==> src/rtl/i2s_audio_pkg.sv <==
// i2s_audio_pkg: shared state/sample types and constant helpers for the I2S audio path
package i2s_audio_pkg;
  localparam int unsigned SAMPLE_W = 16;
  typedef enum logic [1:0] {IDLE, RUN, STOPPING} state_t;
  typedef struct packed {
    logic [SAMPLE_W-1:0] l;
    logic [SAMPLE_W-1:0] r;
  } sample_pair_t;
  function automatic longint unsigned acc_inc(input longint unsigned sample_hz, input longint unsigned slot_bits);
    return 4 * sample_hz * slot_bits;
  endfunction
  function automatic int unsigned cnt_w(input int unsigned slot_bits);
    return $clog2(2 * slot_bits);
  endfunction
endpackage

==> src/rtl/i2s_frac_tick.sv <==
// i2s_frac_tick: fractional-N phase accumulator emitting INC/CLK_HZ ticks per clk
module i2s_frac_tick #(
  parameter longint unsigned CLK_HZ = 32000000,
  parameter longint unsigned INC    = 3072000,
  parameter int unsigned     ACC_W  = 32
) (
  input  logic clk,
  input  logic reset,
  input  logic run_i,
  output logic tick_o
);
  localparam logic [ACC_W:0] INC_W = (ACC_W+1)'(INC);
  localparam logic [ACC_W:0] CLK_W = (ACC_W+1)'(CLK_HZ);
  logic [ACC_W-1:0] acc_q, acc_d;
  logic [ACC_W:0]   sum;
  // one extra bit on the sum keeps the compare exact; wrap subtracts CLK_HZ in the same cycle
  always_comb begin
    sum    = {1'b0, acc_q} + INC_W;
    tick_o = run_i && (sum >= CLK_W);
    acc_d  = !run_i ? '0 : tick_o ? ACC_W'(sum - CLK_W) : sum[ACC_W-1:0];
  end
  // accumulator register, held at zero while stopped
  always_ff @(posedge clk) acc_q <= reset ? '0 : acc_d;
endmodule

==> src/rtl/i2s_audio_ctrl.sv <==
// i2s_audio_ctrl: Philips I2S DAC sequencer with fractional bclk and one-deep sample buffer (option: I2S_AUDIO_STATS_EN)
module i2s_audio_ctrl
  import i2s_audio_pkg::*;
#(
  parameter int unsigned CLK_HZ    = 32000000,
  parameter int unsigned SAMPLE_HZ = 48000,
  parameter int unsigned SLOT_BITS = 16,
  parameter int unsigned ACC_W     = 32
) (
  input  logic                 clk,
  input  logic                 reset,
  input  logic                 enable,
  input  logic                 in_valid,
  output logic                 in_ready,
  input  logic [SLOT_BITS-1:0] in_l,
  input  logic [SLOT_BITS-1:0] in_r,
  output logic                 running,
  output logic                 frame_strobe,
  output logic                 underrun,
  output logic                 i2s_bclk,
  output logic                 i2s_lrck,
  output logic                 i2s_din,
`ifdef I2S_AUDIO_STATS_EN
  output logic [15:0]          underrun_cnt,
  output logic                 in_level,
`endif
  output logic                 pa_en
);
  localparam int unsigned   FW    = 2 * SLOT_BITS;
  localparam int unsigned   CW    = cnt_w(SLOT_BITS);
  localparam logic [CW-1:0] LAST  = CW'(FW - 1);
  localparam logic [CW-1:0] LR_LO = CW'(SLOT_BITS - 1);
  localparam logic [CW-1:0] LR_HI = CW'(FW - 2);
  state_t          state_q, state_d;
  logic            bclk_q, bclk_d, lrck_q, lrck_d, hold_full_q, hold_full_d;
  logic [CW-1:0]   bit_cnt_q, bit_cnt_d, next_cnt;
  logic [FW-1:0]   shift_q, shift_d, last_q, last_d, hold_q, hold_d, frame;
  logic            tick, fall, wrap, stop_now, load_now, accept, idle;
  i2s_frac_tick #(
    .CLK_HZ(CLK_HZ),
    .INC   (acc_inc(SAMPLE_HZ, SLOT_BITS)),
    .ACC_W (ACC_W)
  ) u_tick (
    .clk   (clk),
    .reset (reset),
    .run_i (running),
    .tick_o(tick)
  );
  // enable wins over stopping; a stop only lands on the edge that finishes the last slot bit
  always_comb state_d = enable ? RUN : (state_q == IDLE || stop_now) ? IDLE : STOPPING;
  // falling-edge bit/lrck/shifter updates, frame load and the holding-buffer handshake
  always_comb begin
    fall        = tick && bclk_q;
    wrap        = bit_cnt_q == LAST;
    stop_now    = fall && wrap && state_q == STOPPING && !enable;
    load_now    = fall && wrap && !stop_now;
    idle        = state_q == IDLE || stop_now;
    next_cnt    = wrap ? '0 : bit_cnt_q + 1'b1;
    frame       = hold_full_q ? hold_q : last_q;
    in_ready    = !hold_full_q || load_now;
    accept      = in_valid && in_ready;
    bclk_d      = !idle && (bclk_q ^ tick);
    bit_cnt_d   = idle ? LAST : fall ? next_cnt : bit_cnt_q;
    lrck_d      = !idle && (fall ? (next_cnt >= LR_LO && next_cnt <= LR_HI) : lrck_q);
    shift_d     = idle ? '0 : load_now ? frame : fall ? shift_q << 1 : shift_q;
    last_d      = load_now ? frame : last_q;
    hold_d      = accept ? {in_l, in_r} : hold_q;
    hold_full_d = accept || (hold_full_q && !load_now);
  end
  // state and datapath registers
  always_ff @(posedge clk) begin
    if (reset) begin
      state_q     <= IDLE;
      bclk_q      <= 1'b0;
      lrck_q      <= 1'b0;
      bit_cnt_q   <= '0;
      shift_q     <= '0;
      last_q      <= '0;
      hold_q      <= '0;
      hold_full_q <= 1'b0;
    end else begin
      state_q     <= state_d;
      bclk_q      <= bclk_d;
      lrck_q      <= lrck_d;
      bit_cnt_q   <= bit_cnt_d;
      shift_q     <= shift_d;
      last_q      <= last_d;
      hold_q      <= hold_d;
      hold_full_q <= hold_full_d;
    end
  end
  assign running      = state_q != IDLE;
  assign pa_en        = running;
  assign frame_strobe = load_now;
  assign underrun     = load_now && !hold_full_q;
  assign i2s_bclk     = bclk_q;
  assign i2s_lrck     = lrck_q;
  assign i2s_din      = shift_q[FW-1];
`ifdef I2S_AUDIO_STATS_EN
  logic [15:0] underrun_cnt_q;
  // saturating underrun counter
  always_ff @(posedge clk) underrun_cnt_q <= reset ? '0 : (underrun && underrun_cnt_q != '1) ? underrun_cnt_q + 1'b1 : underrun_cnt_q;
  assign underrun_cnt = underrun_cnt_q;
  assign in_level     = hold_full_q;
`endif
endmodule

==> config.mk <==
export PLATFORM = sky130hd
export DESIGN_NAME = i2s_audio_ctrl
export DESIGN_NICKNAME = d
export VERILOG_FILES = /design/src/rtl/i2s_audio_pkg.sv /design/src/rtl/i2s_frac_tick.sv /design/src/rtl/i2s_audio_ctrl.sv
export SDC_FILE = /design/constraint.sdc
export NUM_CORES = 1
export LEC_CHECK = 0
export CELL_PAD_IN_SITES_DETAIL_PLACEMENT = 1
export CELL_PAD_IN_SITES_GLOBAL_PLACEMENT = 1
export CORE_MARGIN = 4
export CORE_UTILIZATION = 50
export CTS_BUF_LIST = sky130_fd_sc_hd__clkbuf_4 sky130_fd_sc_hd__clkbuf_8
export DETAILED_ROUTE_END_ITERATION = 8
export PLACE_DENSITY = 0.91
export SLEW_MARGIN = 30
export SYNTH_ARGS = -nofsm -noshare
export SYNTH_HDL_FRONTEND = slang
export SYNTH_SLANG_ARGS = --single-unit
==> constraint.sdc <==
create_clock -name clk -period 6.83 [get_ports clk]
set_input_delay 0.683 -clock clk [delete_from_list [all_inputs] [get_ports clk]]
set_output_delay 0.683 -clock clk [all_outputs]
set_load 0.03 [all_outputs]
==> impl_metrics.csv <==
group,metric,value,unit
timing,fin_skew,0.0157,ns
power,p_leak,0.00240,uW
global_routing,use_met2,43.8,%
global_routing,grt_max_degree,85,
floorplan,die_h,120,um
placed_design,dp_hpwl,11200,um
critical_path,path_class,"flop to output port",
yosys,syn_avg_cell_area,8.28,sq um
route,vias_per_cell,5.77,
timing,setup_viol,0,
floorplan,die_x,120,um
yosys,async_reset_ff_share,0,%
timing,rsz0062_at_grt,"false",
yosys,synthDistinctLibCells,65,
critical_path,cp_max_fo,28,
yosys,synth_top_flop_cell,"dfxtp_1",
floorplan,initial_core_util,51.6,%
cts,clock_latency,0.45,ns
cts,cts_root_buffer,"clkbuf_8",
route,drtIter0Drc,255,
cts,cts_resized,0,
timing,fin_ws,0.934,ns
floorplan,dieArea,0.0144,sq mm
yosys,synth.yosys.seq_area_share,40.5,%
global_routing,grt_use_met3,5.61,%
global_routing,grt_pass1_wl,27700,um
cts,cts-htree-levels,4,
power,peakVddDrop,0.129,mV
yosys,syn_nets,804,
finish,area_growth,11.9,%
global_routing,grt_pass1_vias,5731,
floorplan,rows,40,
yosys,synth_edf_count,0,
timing,period_share,86.3,%
finish,n_antenna_cell,0,
critical_path,cp.required,6.15,ns
cts,postCtsSetupBuffers,0,
yosys,synth_area,0.00627,sq mm
run_status,status,"finished, final reports clean",
timing,fin_tns_setup,0,ns
route,ant_nets,0,
global_routing,antenna_found_initial,0,
global_routing,gr-total-overflow,0,
global_routing,track_usage,23.7,%
finish,fin_nets,814,
flow_run,timing.max_cap.violations,0,
route,drt_first_pass_iters,4,
floorplan,core_region_area,0.0122,sq mm
timing,drv_slew,0,
cts,hold_buffers,0,
yosys,syn_inst,758,
placed_design,dp_slack,1.47,ns
timing,worstMarginPinSlew,0.923,ns
global_routing,grt_use_met1,26.3,%
timing,hold_violations,0,
timing,post-route-min-period,5.90,ns
finish,fin_util,57.7,%
yosys,yosys_warnings,0,
cts,clock_path_buffers,2,
placed_design,place_congestion,0.843,
critical_path,arrival,5.21,ns
power,powerDensity,211,mW/mm^2
timing,slew-limit-headroom,38.4,%
worst_hold_path,worstHoldPathType,"flop to flop",
route,routedWlPerCell,17.5,um
global_routing,grt.busiest_layer,"met2",
placed_design,port_buffers,43,
finish,drive_gt1_share,8.58,%
route,vias,5475,
cts,tritoncts,"built",
cts,cts_buffers,17,
cts,clkTransAtPathRegs,0.08,ns
yosys,synth_seq_cells,127,
critical_path,critPathCaptureType,"output port",
floorplan,num_io_pins,44,
timing,fmax,170,MHz
route,wirelength,16600,um
cts,cts_sinks,127,
route,route.detailed.drc,0,
critical_path,cp-start-kind,"flop",
==> report_power, final <==
| part | leakage (uW) | switching, uW | total, uW | internal, uW |
|---|---|---|---|---|
| clock network | 0.000174 | 304 | 567 | 262 |
| registers | 0.00103 | 25.0 | 782 | 757 |
| logic | 0.00119 | 75.2 | 135 | 60.1 |
| total | 0.00240 | 405 | 1480 | 1080 |
==> stage by stage <==
stage	area [sq um]	total power (uW)	cells	hold WS, ns
final	7020	1480	949	0.457
after global routing	7020	1550	949	0.482
after CTS	7010	1500	949	0.460
after detailed placement	6680	933	917	0.450
after global placement	6670	925	917	0.440
after floorplan	6270	886	758	0.434
==> worst paths after layout <==
kind | to | slack [ns] | from | depth (start not counted)
max | in_ready | 0.93 | u_tick.acc_q[13] | 14
min | hold_q[9] | 0.46 | hold_q[9] | 2
max reg2reg | shift_q[29] | 1.66 | u_tick.acc_q[13] | 17
min reg2reg | hold_q[9] | 0.46 | hold_q[9] | 2
==> area by class of cell <==
class	count	area (sq um)
fill	1442	5140
multi-input combinational	563	3430
sequential	127	2550
timing repair buffer	46	448
clock buffer	20	263
tap	168	210
clock inverter	12	71.3
inverter	13	48.8
==> Yosys cell counts, drive strengths merged (13+ instances only) <==
library cell	instances	area share [%]
dfxtp	127	41
nand2	117	7.0
a21oi	74	6.0
nor2	66	3.9
o21ai	47	3.8
mux2i	44	7.0
clkbuf	38	2.3
nand2b	24	2.4
o211ai	20	2.5
a211oi	17	2.0
buf	16	1.8
nand3	16	1.3
xnor2	15	2.2
nor3	14	1.1
inv	13	0.78
==> metal layers <==
layer / wire [um] / vias up
li1: - / 2682
met1: 6930 / 2696
met2: 8900 / 72
met3: 506 / 25
met4: 253 / 0
met5: 0 / -
==> state kept, by name (all words and copies together), names as in the netlist <==
register,count
hold_full_q,1
last_q,32
i2s_lrck,1
i2s_bclk,1
hold_q,32
bit_cnt_q,5
u_tick.acc_q,21
shift_q,32
state_q,2
==> logic make-up after synthesis <==
kind of cell,synth area share [%]
simple gates,22.3
compound gates,20.1
flops,40.5
buf+inv,5.03
mux,7.20
xor+xnor,2.91
fa+ha+maj,1.99
==> critical path, stage by stage, from the launching register on <==
cell	delay, ns
dfxtp_1	0.52
inv_1	0.08
ha_1	0.31
nand2b_2	0.21
a21boi_4	0.12
nor4b_2	0.44
mux2i_1	0.35
o31ai_2	0.15
o31ai_4	0.26
inv_2	0.23
ha_1	0.37
nand2_1	0.14
a21o_1	0.67
nand2_1	0.23
clkdlybuf4s50_1	0.67
==> layout by cell type, fill, tap and decap left out, drive strengths merged, types with 7 or more instances in the layout <==
| master | n |
|---|---|
| mux2i | 44 |
| clkinv | 9 |
| nand3 | 16 |
| xnor2 | 15 |
| and3 | 8 |
| a211oi | 17 |
| nor2 | 66 |
| a21oi | 74 |
| o211ai | 20 |
| nand2b | 24 |
| ha | 10 |
| clkbuf | 20 |
| clkdlybuf4s50 | 42 |
| inv | 13 |
| o21ai | 47 |
| nand4 | 7 |
| dfxtp | 127 |
| nand2 | 117 |
| nor3 | 14 |
Note: power is estimated with default switching activity, not from simulation.
